<file path="src/rtl/net_pkg.sv">
// Frame layout and scheduler state encoding shared by the Ethernet game-state transmit path.
package net_pkg;

  localparam int FRAME_W  = 44;
  localparam int X_MSB    = 43;
  localparam int X_LSB    = 33;
  localparam int Y_MSB    = 31;
  localparam int Y_LSB    = 21;
  localparam int DIR_MSB  = 19;
  localparam int DIR_LSB  = 11;
  localparam int SEQ_MSB  = 10;
  localparam int SEQ_LSB  = 8;
  localparam int GAME_MSB = 7;
  localparam int GAME_LSB = 5;
  localparam int RST_BIT  = 3;

  typedef enum logic [1:0] {IDLE, WAIT_ACK, WAIT_DONE} tx_sched_state_t;

  // Unlisted bit positions in the frame are reserved and always zero.
  function automatic logic [FRAME_W-1:0] pack_frame(
    input logic [10:0] x,
    input logic [10:0] y,
    input logic [8:0]  dir,
    input logic [2:0]  seq,
    input logic [2:0]  game,
    input logic        rst_flag
  );
    logic [FRAME_W-1:0] f;
    f                    = '0;
    f[X_MSB:X_LSB]       = x;
    f[Y_MSB:Y_LSB]       = y;
    f[DIR_MSB:DIR_LSB]   = dir;
    f[SEQ_MSB:SEQ_LSB]   = seq;
    f[GAME_MSB:GAME_LSB] = game;
    f[RST_BIT]           = rst_flag;
    return f;
  endfunction

endpackage

</file>
<file path="src/rtl/net_tx_scheduler_period_ticker.sv">
// Free-running 0..PERIOD-1 counter; wrap_o is high for the single cycle before it returns to 0.
module period_ticker #(
  parameter int PERIOD = 833_333
) (
  input  logic clk_in,
  input  logic rst_in,
  output logic wrap_o
);

  localparam int CW = (PERIOD > 1) ? $clog2(PERIOD) : 1;

  logic [CW-1:0] cnt_q, cnt_d;

  always_comb begin
    wrap_o = (cnt_q == CW'(PERIOD - 1));
    cnt_d  = wrap_o ? '0 : cnt_q + CW'(1);
  end

  always_ff @(posedge clk_in or posedge rst_in) begin
    if (rst_in) cnt_q <= '0;
    else        cnt_q <= cnt_d;
  end

endmodule

</file>
<file path="src/rtl/net_tx_scheduler.sv">
// Game-state frame scheduler: periodic, game-change and reset-broadcast frames with busy/ack handshake.
// Statistics counters are built only when NET_TX_SCHED_STATS_EN is defined.
//
// state     | meaning
// IDLE      | waiting for a pending source while the transmitter is free
// WAIT_ACK  | frame launched, waiting for tx_busy to rise (bounded by ACK_TIMEOUT)
// WAIT_DONE | frame accepted, waiting for tx_busy to fall
module net_tx_scheduler
  import net_pkg::*;
#(
  parameter int PERIOD_CYCLES = 833_333,
  parameter int EVENT_REPEAT  = 3,
  parameter int ACK_TIMEOUT   = 16
) (
  input  logic               clk_in,
  input  logic               rst_in,
  input  logic [10:0]        player_x,
  input  logic [10:0]        player_y,
  input  logic [8:0]         player_dir,
  input  logic [2:0]         game_stat,
  input  logic               local_reset_req,
  input  logic               tx_busy,
  output logic               tx_start,
  output logic [FRAME_W-1:0] tx_data,
  output logic [15:0]        sent_count,
  output logic [15:0]        overrun_count,
  output logic [7:0]         timeout_count
);

  localparam int TW = $clog2(ACK_TIMEOUT + 1);

  tx_sched_state_t    state_q, state_d;
  logic               tx_start_q, tx_start_d;
  logic [FRAME_W-1:0] tx_data_q, tx_data_d;
  logic [2:0]         seq_q, seq_d;
  logic [2:0]         last_game_q, last_game_d;
  logic               tick_pend_q, tick_pend_d;
  logic [2:0]         reset_rem_q, reset_rem_d;
  logic [TW-1:0]      tmr_q, tmr_d;

  logic wrap;
  logic game_pend;
  logic any_pend;
  logic ack;

  period_ticker #(.PERIOD(PERIOD_CYCLES)) u_ticker (
    .clk_in (clk_in),
    .rst_in (rst_in),
    .wrap_o (wrap)
  );

  // Busy seen during the launch cycle itself belongs to someone else's frame.
  always_comb begin
    game_pend = (game_stat != last_game_q);
    any_pend  = tick_pend_q | game_pend | (reset_rem_q != '0);
    ack       = (state_q == WAIT_ACK) && tx_busy && !tx_start_q;
  end

  always_comb begin
    state_d    = state_q;
    tx_start_d = 1'b0;
    tx_data_d  = tx_data_q;
    tmr_d      = tmr_q;
    case (state_q)
      IDLE: begin
        if (any_pend && !tx_busy) begin
          tx_data_d  = pack_frame(player_x, player_y, player_dir, seq_q, game_stat,
                                  reset_rem_q != '0);
          tx_start_d = 1'b1;
          tmr_d      = TW'(ACK_TIMEOUT - 1);
          state_d    = WAIT_ACK;
        end
      end
      WAIT_ACK: begin
        if (ack)                state_d = WAIT_DONE;
        else if (tmr_q == '0)   state_d = IDLE;
        else                    tmr_d   = tmr_q - TW'(1);
      end
      WAIT_DONE: begin
        if (!tx_busy) state_d = IDLE;
      end
      default: state_d = IDLE;
    endcase
  end

  // A new tick or reset request landing on the ack cycle takes precedence over the clear.
  always_comb begin
    tick_pend_d = tick_pend_q;
    if (wrap)     tick_pend_d = 1'b1;
    else if (ack) tick_pend_d = 1'b0;

    reset_rem_d = reset_rem_q;
    if (local_reset_req)
      reset_rem_d = 3'(EVENT_REPEAT);
    else if (ack && tx_data_q[RST_BIT] && (reset_rem_q != '0))
      reset_rem_d = reset_rem_q - 3'd1;

    last_game_d = ack ? tx_data_q[GAME_MSB:GAME_LSB] : last_game_q;
    seq_d       = ack ? seq_q + 3'd1 : seq_q;
  end

  always_ff @(posedge clk_in or posedge rst_in) begin
    if (rst_in) begin
      state_q     <= IDLE;
      tx_start_q  <= 1'b0;
      tx_data_q   <= '0;
      tmr_q       <= '0;
      seq_q       <= '0;
      last_game_q <= '0;
      tick_pend_q <= 1'b0;
      reset_rem_q <= '0;
    end else begin
      state_q     <= state_d;
      tx_start_q  <= tx_start_d;
      tx_data_q   <= tx_data_d;
      tmr_q       <= tmr_d;
      seq_q       <= seq_d;
      last_game_q <= last_game_d;
      tick_pend_q <= tick_pend_d;
      reset_rem_q <= reset_rem_d;
    end
  end

  assign tx_start = tx_start_q;
  assign tx_data  = tx_data_q;

`ifdef NET_TX_SCHED_STATS_EN
  logic        timeout;
  logic [15:0] sent_q, sent_d;
  logic [15:0] overrun_q, overrun_d;
  logic [7:0]  timeout_q, timeout_d;

  always_comb begin
    timeout   = (state_q == WAIT_ACK) && !ack && (tmr_q == '0);
    sent_d    = ack ? sent_q + 16'd1 : sent_q;
    overrun_d = (wrap && tick_pend_q) ? overrun_q + 16'd1 : overrun_q;
    timeout_d = (timeout && (timeout_q != 8'hff)) ? timeout_q + 8'd1 : timeout_q;
  end

  always_ff @(posedge clk_in or posedge rst_in) begin
    if (rst_in) begin
      sent_q    <= '0;
      overrun_q <= '0;
      timeout_q <= '0;
    end else begin
      sent_q    <= sent_d;
      overrun_q <= overrun_d;
      timeout_q <= timeout_d;
    end
  end

  assign sent_count    = sent_q;
  assign overrun_count = overrun_q;
  assign timeout_count = timeout_q;
`else
  assign sent_count    = '0;
  assign overrun_count = '0;
  assign timeout_count = '0;
`endif

endmodule

</file>
<file path="config.mk">
export PLATFORM = sky130hd
export DESIGN_NAME = net_tx_scheduler
export DESIGN_NICKNAME = d
export VERILOG_FILES = /design/src/rtl/net_pkg.sv /design/src/rtl/net_tx_scheduler_period_ticker.sv /design/src/rtl/net_tx_scheduler.sv
export SDC_FILE = /design/constraint.sdc
export NUM_CORES = 1
export LEC_CHECK = 0
export BUFFER_PORTS_ARGS = -buffer_cell sky130_fd_sc_hd__buf_2
export CAP_MARGIN = 20
export CORE_ASPECT_RATIO = 1.1
export CORE_MARGIN = 2
export CORE_UTILIZATION = 45
export CTS_CLUSTER_DIAMETER = 150
export DETAILED_ROUTE_END_ITERATION = 10
export GPL_ROUTABILITY_DRIVEN = 0
export PLACE_DENSITY = 0.81
export SLEW_MARGIN = 10
export SYNTH_ARGS = -nofsm -noshare
export SYNTH_HDL_FRONTEND = slang
export SYNTH_SLANG_ARGS = --single-unit
</file>
<file path="constraint.sdc">
create_clock -name clk_in -period 2.18 [get_ports clk_in]
set_clock_uncertainty 0.15 [all_clocks]
set_input_delay 0.218 -clock clk_in [delete_from_list [all_inputs] [get_ports clk_in]]
set_output_delay 0.218 -clock clk_in [all_outputs]
set_load 0.005 [all_outputs]
</file>
==> flow_summary.yaml, run 1 <==
clocking:
  clk_latency_ps: 360
  cts_buffers: 9
  clock-root-buffer: "clkbuf_8"
  cts_tree: "built"
  cts_buffer_depth: 2
  path_clk_slew_ps: 90
  ctsHtreeMaxLevel: 3
  post_cts_buffers: 0
  cts_num_sinks: 76
floorplanning:
  die_h_um: 98.4
  core_area_sq_um: 7870
  initial_core_util_pct: 46.3
  dieArea_sq_um: 8830
  io_pins: 123
  fp.dieW_um: 89.8
  row_count: 34
power:
  power_frac_clock_pct: 20.8
  p_per_area_nw_per_um2: 1040
  p_comb_share_pct: 33.5
  p_int_mw: 3.26
  sequentialPowerShare_pct: 45.7
  vdd_drop_max_v: 0.000500
  leakage_nw: 2.19
  switching_power_mw: 1.53
  switching_share_pct: 31.9
drt:
  route.detailed.drc: 0
  routedWlPerCell_um: 13.7
  drt_pass1_iterations: 4
  routed_wl_mm: 7.37
  vias: 2505
  ant_nets: 0
  drt-vias-per-instance: 4.65
  drtIter0Drc: 109
sta:
  final.period_utilization_pct: 95.7
  fin_crit_ps: 2090
  finalMaxSlewViolations: 0
  slew_headroom_pct: 61.5
  setup_viol: 0
  rsz0062_at_grt: "no"
  fin_setup_tns_ps: 0
  tightest_slew_ps: 577
  finalHoldViolCount: 0
  fmax_mhz: 479
  setup_ws_ps: 92.7
flow_run:
  maxCapViolCount: 0
synthesis:
  synth_area_sq_um: 3640
  ys_warn_count: 0
  syn_area_per_cell_sq_um: 12.0
  yosysSeqAreaShare_pct: 52.2
  ys_seq_elements: 76
  synthCells: 304
  ys_types: 43
global_route:
  gr-total-overflow: 0
  grt_usage_pct: 16.7
  antenna_found_initial: 0
  grt_pass1_vias: 2497
  grt_pass1_wl_mm: 11.8
  grt_max_degree: 53
finish:
  fin_util_pct: 58.2
  n_antenna_cell: 0
  syn_to_final_growth_pct: 25.8
  register_area_sq_um: 1900
  nets: 470
  drive_above_1_share_pct: 34.6
  final_area_sq_um: 4580
  fill_cells: 629
  multi_input_area_sq_um: 1480
critical_path:
  crit_path_start_kind: "register"
  worstPathRequired_ps: 2270
  r2r-start: "reset_rem_q[0]$_DFFE_PP0P_"
  rr_worst_depth: 7
  rrSetupSlack_ps: 90
  crit_type: "register to register"
  r2r-end: "tx_data[7]$_DFFE_PP0P_"
  cp-end-kind: "register"
  crit_arrival_ps: 2180
  path_max_fanout: 19
placement:
  placed_area_sq_um: 4000
  place_ws_ps: 103
  dp.final_hpwl_mm: 4.65
  io_buffers: 76
worst_hold_path:
  min_path_type: "primary input to asynchronous set/reset pin"
outcome:
  status: "complete, no violations"
[worst max-delay path by stage]
stage | start | endpoint | slack [ps] | depth (start not counted)
floorplan | reset_rem_q[0]$_DFFE_PP0P_ | tx_data[10]$_DFFE_PP0P_ | 160 | 8
global placement | reset_rem_q[0]$_DFFE_PP0P_ | tx_data[34]$_DFFE_PP0P_ | 180 | 7
detailed placement | reset_rem_q[0]$_DFFE_PP0P_ | tx_data[19]$_DFFE_PP0P_ | 100 | 7
CTS | reset_rem_q[0]$_DFFE_PP0P_ | tx_data[17]$_DFFE_PP0P_ | 100 | 7
global route | reset_rem_q[0]$_DFFE_PP0P_ | tx_data[5]$_DFFE_PP0P_ | 10 | 7
finish | reset_rem_q[0]$_DFFE_PP0P_ | tx_data[7]$_DFFE_PP0P_ | 90 | 7
[critical path: stages (launching register included)]
cell and delay (ps):
dfrtp_1 370, inv_1 110, ha_1 180, nor3b_1 220, a41oi_2 190, nand2_2 170
clkbuf_16 230, mux2_2 350
[stage by stage]
stage | instances | hold WS (ps) | total power [mW]
after global placement | 485 | 137 | 3.62
after floorplan | 349 | 134 | 3.15
after global routing | 539 | 345 | 5.07
final | 539 | 310 | 4.79
after CTS | 538 | 319 | 4.76
after detailed placement | 485 | 154 | 3.72
[synth_stat cells (all sizes together)]
| cell type | count | area, sq um |
|---|---|---|
| nor4b | 2 | 23.8 |
| and4 | 2 | 17.5 |
| nand4 | 6 | 37.5 |
| buf | 52 | 388 |
| mux2 | 39 | 439 |
| nand3 | 11 | 55.1 |
| or4b | 1 | 10.0 |
| nand2b | 5 | 31.3 |
| nor4bb | 2 | 20.0 |
| dfrtp | 76 | 1900 |
| xor2 | 8 | 70.1 |
| a21o | 1 | 8.76 |
| or3 | 1 | 11.3 |
| or3b | 1 | 8.76 |
| and3 | 2 | 13.8 |
| ha | 6 | 75.1 |
| o2bb2ai | 1 | 8.76 |
| nor2b | 3 | 18.8 |
| nor3 | 3 | 15.0 |
| o221a | 1 | 11.3 |
| mux2i | 2 | 20.0 |
| o211a | 1 | 10.0 |
| xnor2 | 15 | 131 |
| and4bb | 1 | 12.5 |
| a41oi | 1 | 16.3 |
| inv | 11 | 41.3 |
| nor4 | 2 | 12.5 |
| nor2 | 18 | 75.1 |
| conb | 1 | 3.75 |
| o21a | 3 | 22.5 |
| o21ai | 2 | 10.0 |
| nand2 | 17 | 63.8 |
| and2 | 1 | 6.26 |
| a221oi | 2 | 23.8 |
| nor3b | 2 | 15.0 |
| a211o | 1 | 8.76 |
| clkbuf | 1 | 3.75 |
[repair_timing]
action | 4_1_cts | 5_1_grt
endpoints found under the hold margin | 62 | 0
setup endpoints to repair | 0 | 2
hold buffers | 37 | 0
resized for setup | 0 | 0
[cells by family (layout without fill, tap and decap cells)]
| kind of cell | after synthesis | count (layout) | share of synthesized area [%] |
|---|---|---|---|
| compound gates | 13 | 13 | 3.30 |
| xor+xnor | 23 | 23 | 5.53 |
| buf+inv | 64 | 146 | 11.9 |
| fa+ha+maj | 6 | 6 | 2.06 |
| flops | 76 | 76 | 52.2 |
| simple gates | 80 | 80 | 12.3 |
| mux | 41 | 41 | 12.6 |
| other cells | 1 | 46 | 0.103 |
[layout make-up]
cell class / count / share of cell area, %
clock buffers: 10 / 3.00
inverters: 11 / 0.983
flip-flops and latches: 76 / 41.5
well taps: 108 / 2.95
clock inverters: 6 / 1.01
repair buffers: 119 / 18.3
multi-input cells: 209 / 32.3
[flip-flops by register name, summed over array words and instances (netlist names)]
name and flops:
seq_q 3, tx_data 38, reset_rem_q 3, u_ticker.cnt_q 20, tick_pend_q 1, tmr_q 5, state_q 2, last_game_q 3
tx_start 1
[cell usage in the layout (no fill, tap or decap), types with 5 or more instances in the layout]
cell           count
inv_1             10
nand2b_1           5
buf_2             76
nand2_1           16
dlygate4sd3_1     37
nand4_1            6
clkbuf_8          10
xor2_1             8
xnor2_1           15
nor2_1            17
ha_1               6
conb_1            46
mux2_2            39
nand3_1           11
dfrtp_1           76
[power groups by stage]
| stage | Combinational [mW] | Sequential (mW) | Clock (mW) |
|---|---|---|---|
| after CTS | 1.57 | 2.18 | 1.01 |
| after global routing | 1.75 | 2.26 | 1.06 |
| after global placement | 1.44 | 2.18 | 0 |
| final | 1.60 | 2.19 | 0.995 |
| after detailed placement | 1.51 | 2.21 | 0 |
| after floorplan | 0.960 | 2.19 | 0 |
[routing by layer]
metal  routed length (um)  global-route usage [%]
met5                    0                       0
met4                  180                    7.93
met1                 3010                    19.5
met3                  343                    4.09
met2                 3830                    29.0
No activity file was read; power rests on OpenSTA's default activity.
==> run 2: changes to the inputs <==
--- a/config.mk
+++ b/config.mk
@@ -14,7 +14,9 @@
 export DETAILED_ROUTE_END_ITERATION = 10
 export GPL_ROUTABILITY_DRIVEN = 0
 export PLACE_DENSITY = 0.81
+export RECOVER_POWER = 25
 export SLEW_MARGIN = 10
 export SYNTH_ARGS = -nofsm -noshare
 export SYNTH_HDL_FRONTEND = slang
 export SYNTH_SLANG_ARGS = --single-unit
+export TNS_END_PERCENT = 100
==> run 2 against run 1 <==
Setup slack gained 1.1 ps. Combinational power is essentially flat. Critical path depth is the same. Critical endpoint unchanged. Sequential power is essentially flat. Sequential share of layout area grew 0.13 points.
==> flow_summary.yaml, run 2 (same netlist as run 1, synthesis figures left out) <==
sta:
  tightest_slew_ps: 1180
  rsz0062_at_grt: "no"
  fmax_mhz: 479
  slew_headroom_pct: 21.1
  fin_setup_tns_ps: 0
  finalHoldViolCount: 0
  finalMaxSlewViolations: 0
  fin_crit_ps: 2090
  setup_viol: 0
  final.period_utilization_pct: 95.7
finish:
  nets: 470
  fin_util_pct: 58.1
  n_antenna_cell: 0
  final_common_cell: "dfrtp_1"
  mostFrequentLayoutCells: "dfrtp_1, buf_2, conb_1, mux2_2, dlygate4sd3_1"
  drive_above_1_share_pct: 32.5
  syn_to_final_growth_pct: 25.5
  largest_reg_flops: 38
floorplanning:
  fp.dieW_um: 89.8
  row_count: 34
  dieArea_sq_um: 8830
  core_area_sq_um: 7870
  initial_core_util_pct: 46.3
  die_h_um: 98.4
  io_pins: 123
critical_path:
  critical-path-max-stage-delay_ps: 370
  crit_type: "register to register"
  rrSetupSlack_ps: 90
  path_max_fanout: 19
  crit_path_start_kind: "register"
  worstPathCellList: "inv_1 -> ha_1 -> nor3b_1 -> a41oi_2 -> nand2_2 -> clkbuf_16 -> mux2_2"
  worstPathRequired_ps: 2270
  cp_slowest_cell: "dfrtp_1"
  crit_arrival_ps: 2180
  cp-end-kind: "register"
drt:
  routedWlPerCell_um: 13.7
  vias: 2507
  drtIter0Drc: 108
  drt-vias-per-instance: 4.65
  drt_pass1_iterations: 4
  route.detailed.drc: 0
  routed_wl_mm: 7.37
  ant_nets: 0
clocking:
  cts_buffer_depth: 2
  clock-root-buffer: "clkbuf_8"
  cts_buffers: 9
  ctsHtreeMaxLevel: 3
  clk_latency_ps: 360
  path_clk_slew_ps: 80
  cts-resized-gates: 0
  cts_num_sinks: 76
  cts_tree: "built"
power:
  vdd_drop_max_v: 0.000490
  p_per_area_nw_per_um2: 1040
  leakage_nw: 2.17
global_route:
  grt_max_degree: 53
  grt_pass1_vias: 2497
  grt_usage_pct: 16.7
  grt_pass1_wl_mm: 11.8
  gr-total-overflow: 0
  antenna_found_initial: 0
placement:
  io_buffers: 76
  dp.final_hpwl_mm: 4.65
worst_hold_path:
  min_path_type: "register to register"
flow_run:
  maxCapViolCount: 0
outcome:
  status: "complete, no violations"
run 2: cell types whose count changed in the layout (fill, tap and decap cells not counted):
cell	previous run	this run
buf_2	76	67
clkbuf_1	0	9
clkinvlp_2	0	1
clkinvlp_4	3	2
run 2: what timing repair did:
item,CTS,global route
setup endpoints to repair,0,2
hold buffers,37,0
hold endpoints to repair,62,0
setup buffers,0,0
run 2: critical path: cells and delay by family (launching register included):
family | cells | cell delay [ps]
fa+ha+maj | 1 | 180
buf+inv | 2 | 330
flops | 1 | 370
compound gates | 1 | 190
mux | 1 | 350
simple gates | 2 | 390
run 2: layout make-up:
type                       count  area, sq um
clock buffer                  10          138
clock inverter                 6         46.3
fill                         635         3300
inverter                      11         42.5
multi-input combinational    209         1480
sequential                    76         1900
tap                          108          135
timing repair buffer         119          827
run 2: per-stage QoR:
step           setup WS, ps  total power [mW]  std cells  area, sq um  hold slack, ps
2_1_floorplan           158              3.15        349         3810             134
3_3_place_gp            181              3.62        485         4000             137
3_5_place_dp            103              3.72        485         4000             154
4_1_cts                97.7              4.76        538         4560             319
5_1_grt                12.8              5.06        539         4570             345
6_report               93.8              4.77        539         4570             325
run 2: report_power, final:
group,switching (mW),internal (mW),total (mW)
Clock,0.544,0.451,0.995
Combinational,0.680,0.902,1.58
Sequential,0.306,1.89,2.19
run 2: final timing paths:
kind | from | end | cells after the start
worst max-delay path | reset_rem_q[0]$_DFFE_PP0P_ | tx_data[7]$_DFFE_PP0P_ | 7
worst min-delay path | seq_q[2]$_DFFE_PP0P_ | seq_q[2]$_DFFE_PP0P_ | 1
worst max register to register | reset_rem_q[0]$_DFFE_PP0P_ | tx_data[7]$_DFFE_PP0P_ | 7
worst min register to register | seq_q[2]$_DFFE_PP0P_ | seq_q[2]$_DFFE_PP0P_ | 1
max in group asynchronous | rst_in | u_ticker.cnt_q[4]$_DFF_PP0_ | 4
min in group asynchronous | rst_in | tx_data[16]$_DFFE_PP0P_ | 3
run 2: layer usage:
metal | track usage, % | share of wire, % | wire length (um) | vias up
met5 | 0 | 0 | 0 | -
met4 | 7.93 | 2.4 | 180 | 0
met3 | 4.09 | 4.6 | 342 | 18
met2 | 29.0 | 52 | 3830 | 82
met1 | 19.5 | 41 | 3010 | 1221
li1 | - | - | - | 1186
==> run 3: changes to the inputs <==
--- a/config.mk
+++ b/config.mk
@@ -8,7 +8,7 @@
 export BUFFER_PORTS_ARGS = -buffer_cell sky130_fd_sc_hd__buf_2
 export CAP_MARGIN = 20
 export CORE_ASPECT_RATIO = 1.1
-export CORE_MARGIN = 2
+export CORE_MARGIN = 5
 export CORE_UTILIZATION = 45
 export CTS_CLUSTER_DIAMETER = 150
 export DETAILED_ROUTE_END_ITERATION = 10
==> run 3 against run 2 <==
Die area up 13%. Global-route usage down 1.4 points. Non-clock buffer count unchanged. Hold slack about the same. Largest power group unchanged. Total power up 3.7%.
==> flow_summary.yaml, run 3 (same netlist as run 1, synthesis figures left out) <==
outcome:
  status: "complete, no violations"
power:
  vdd_drop_max_v: 0.000545
  p_int_mw: 3.48
  sequentialPowerShare_pct: 44.3
  p_per_area_nw_per_um2: 1070
  power_frac_clock_pct: 23.8
  switching_share_pct: 29.7
  switching_power_mw: 1.47
  p_comb_share_pct: 32.0
  leakage_nw: 2.20
  total_power_mw: 4.94
drt:
  drt-vias-per-instance: 4.63
  routed_wl_mm: 7.33
  route.detailed.drc: 0
  vias: 2494
  drt_pass1_iterations: 4
  drtIter0Drc: 113
  ant_nets: 0
  routedWlPerCell_um: 13.6
critical_path:
  critical-path-max-stage-delay_ps: 360
  worstPathRequired_ps: 2250
  timing.critical_path.buf_inv: 2
  path_max_fanout: 25
  worstPathCellList: "inv_1 -> ha_1 -> nor3b_1 -> a41oi_2 -> nand2_2 -> buf_12 -> mux2_2"
  crit_type: "register to register"
  cpLargestDelayFamily: "simple AND/OR/NAND/NOR gates"
  crit_arrival_ps: 2140
  cp_slowest_cell: "dfrtp_1"
  crit_path_start_kind: "register"
  cp-end-kind: "register"
placement:
  dp.final_hpwl_mm: 5.02
  place_ws_ps: 140
  dp_cells: 486
  io_buffers: 76
worst_hold_path:
  min_path_type: "register to register"
sta:
  setup_viol: 0
  setup_ws_ps: 116
  fmax_mhz: 485
  fin_setup_tns_ps: 0
  finalHoldViolCount: 0
  slew_headroom_pct: 33.3
  rsz0062_at_grt: "no"
  tightest_slew_ps: 1000
  finalMaxSlewViolations: 0
  final.period_utilization_pct: 94.7
  fin_crit_ps: 2060
clocking:
  clock-root-buffer: "clkbuf_8"
  cts_tree: "built"
  post_cts_buffers: 0
  clk_latency_ps: 340
  cts-resized-gates: 0
  cts_buffers: 9
  cts_num_sinks: 76
  path_clk_slew_ps: 80
  hold_buffers: 37
  cts_buffer_depth: 2
  ctsHtreeMaxLevel: 3
floorplanning:
  row_count: 34
  initial_core_util_pct: 46.0
  fp.dieW_um: 95.8
  die_h_um: 104
  core_area_sq_um: 7910
  dieArea_sq_um: 10000
  io_pins: 123
finish:
  fill_cells: 631
  syn_to_final_growth_pct: 26.4
  register_area_sq_um: 1900
  multi_input_area_sq_um: 1480
  n_antenna_cell: 0
  drive_above_1_share_pct: 34.3
  nets: 470
  final_common_cell: "dfrtp_1"
  largest_reg_flops: 38
  mostFrequentLayoutCells: "dfrtp_1, buf_2, conb_1, mux2_2, dlygate4sd3_1"
  final_cells: 539
global_route:
  grt_pass1_wl_mm: 12.1
  gr-total-overflow: 0
  grt_max_degree: 77
  antenna_found_initial: 0
  grt_usage_pct: 15.3
  grt_pass1_vias: 2550
flow_run:
  maxCapViolCount: 0
[run 3: cell count changes in the layout (fill, tap and decap cells not counted)]
cell        change
buf_2           +8
clkbuf_1        -8
bufinv_16       +2
clkbuf_16       -1
clkbuf_4        +1
clkinv_2        +1
clkinv_4        -1
clkinvlp_2      -1
inv_6           -1
[run 3: worst register-to-register path: stages (launching register included)]
cell,delay (ps)
dfrtp_1,360
inv_1,110
ha_1,180
nor3b_1,230
a41oi_2,200
nand2_2,160
buf_12,190
mux2_2,370
[run 3: worst paths after layout]
| kind | cells after the start | start | endpoint | slack [ps] |
|---|---|---|---|---|
| setup / recovery | 7 | reset_rem_q[0]$_DFFE_PP0P_ | tx_data[15]$_DFFE_PP0P_ | 120 |
| min in group asynchronous | 4 | rst_in | tx_data[31]$_DFFE_PP0P_ | 640 |
| max in group asynchronous | 4 | rst_in | tx_data[6]$_DFFE_PP0P_ | 610 |
| hold reg to reg | 1 | seq_q[2]$_DFFE_PP0P_ | seq_q[2]$_DFFE_PP0P_ | 320 |
| hold / removal | 1 | seq_q[2]$_DFFE_PP0P_ | seq_q[2]$_DFFE_PP0P_ | 320 |
| setup reg to reg | 7 | reset_rem_q[0]$_DFFE_PP0P_ | tx_data[15]$_DFFE_PP0P_ | 120 |
[run 3: through the flow]
stage / hold slack, ps / utilization, % / area [sq um]
finish: 325 / 58.2 / 4600
global route: 358 / 58.2 / 4600
CTS: 334 / 58.4 / 4620
detailed placement: 209 / 50.9 / 4020
global placement: 207 / 50.9 / 4020
floorplan: 134 / - / 3810
[run 3: power groups by stage]
stage                     clock [mW]  combinational (mW)  sequential [mW]
after floorplan                    0               0.960             2.19
after global placement             0                1.48             2.18
after detailed placement           0                1.54             2.21
after CTS                       1.22                1.60             2.18
after global routing            1.28                1.74             2.25
final                           1.18                1.58             2.19
[run 3: metal layers]
metal  global-route usage [%]  vias up  wire [um]
met1                     17.5     1228       2770
met2                     26.4       72       3970
met3                     4.78       14        417
met5                        0        -          0
li1                         -     1180          -
met4                     5.49        0        169
[run 3: final cells by class]
type                            count  area share (%)
Sequential cell                    76            41.3
Multi-Input combinational cell    209            32.1
Timing Repair Buffer              119            17.8
Clock buffer                       10            2.99
Tap cell                          108            2.93
Clock inverter                      6            1.87
Inverter                           11           0.978
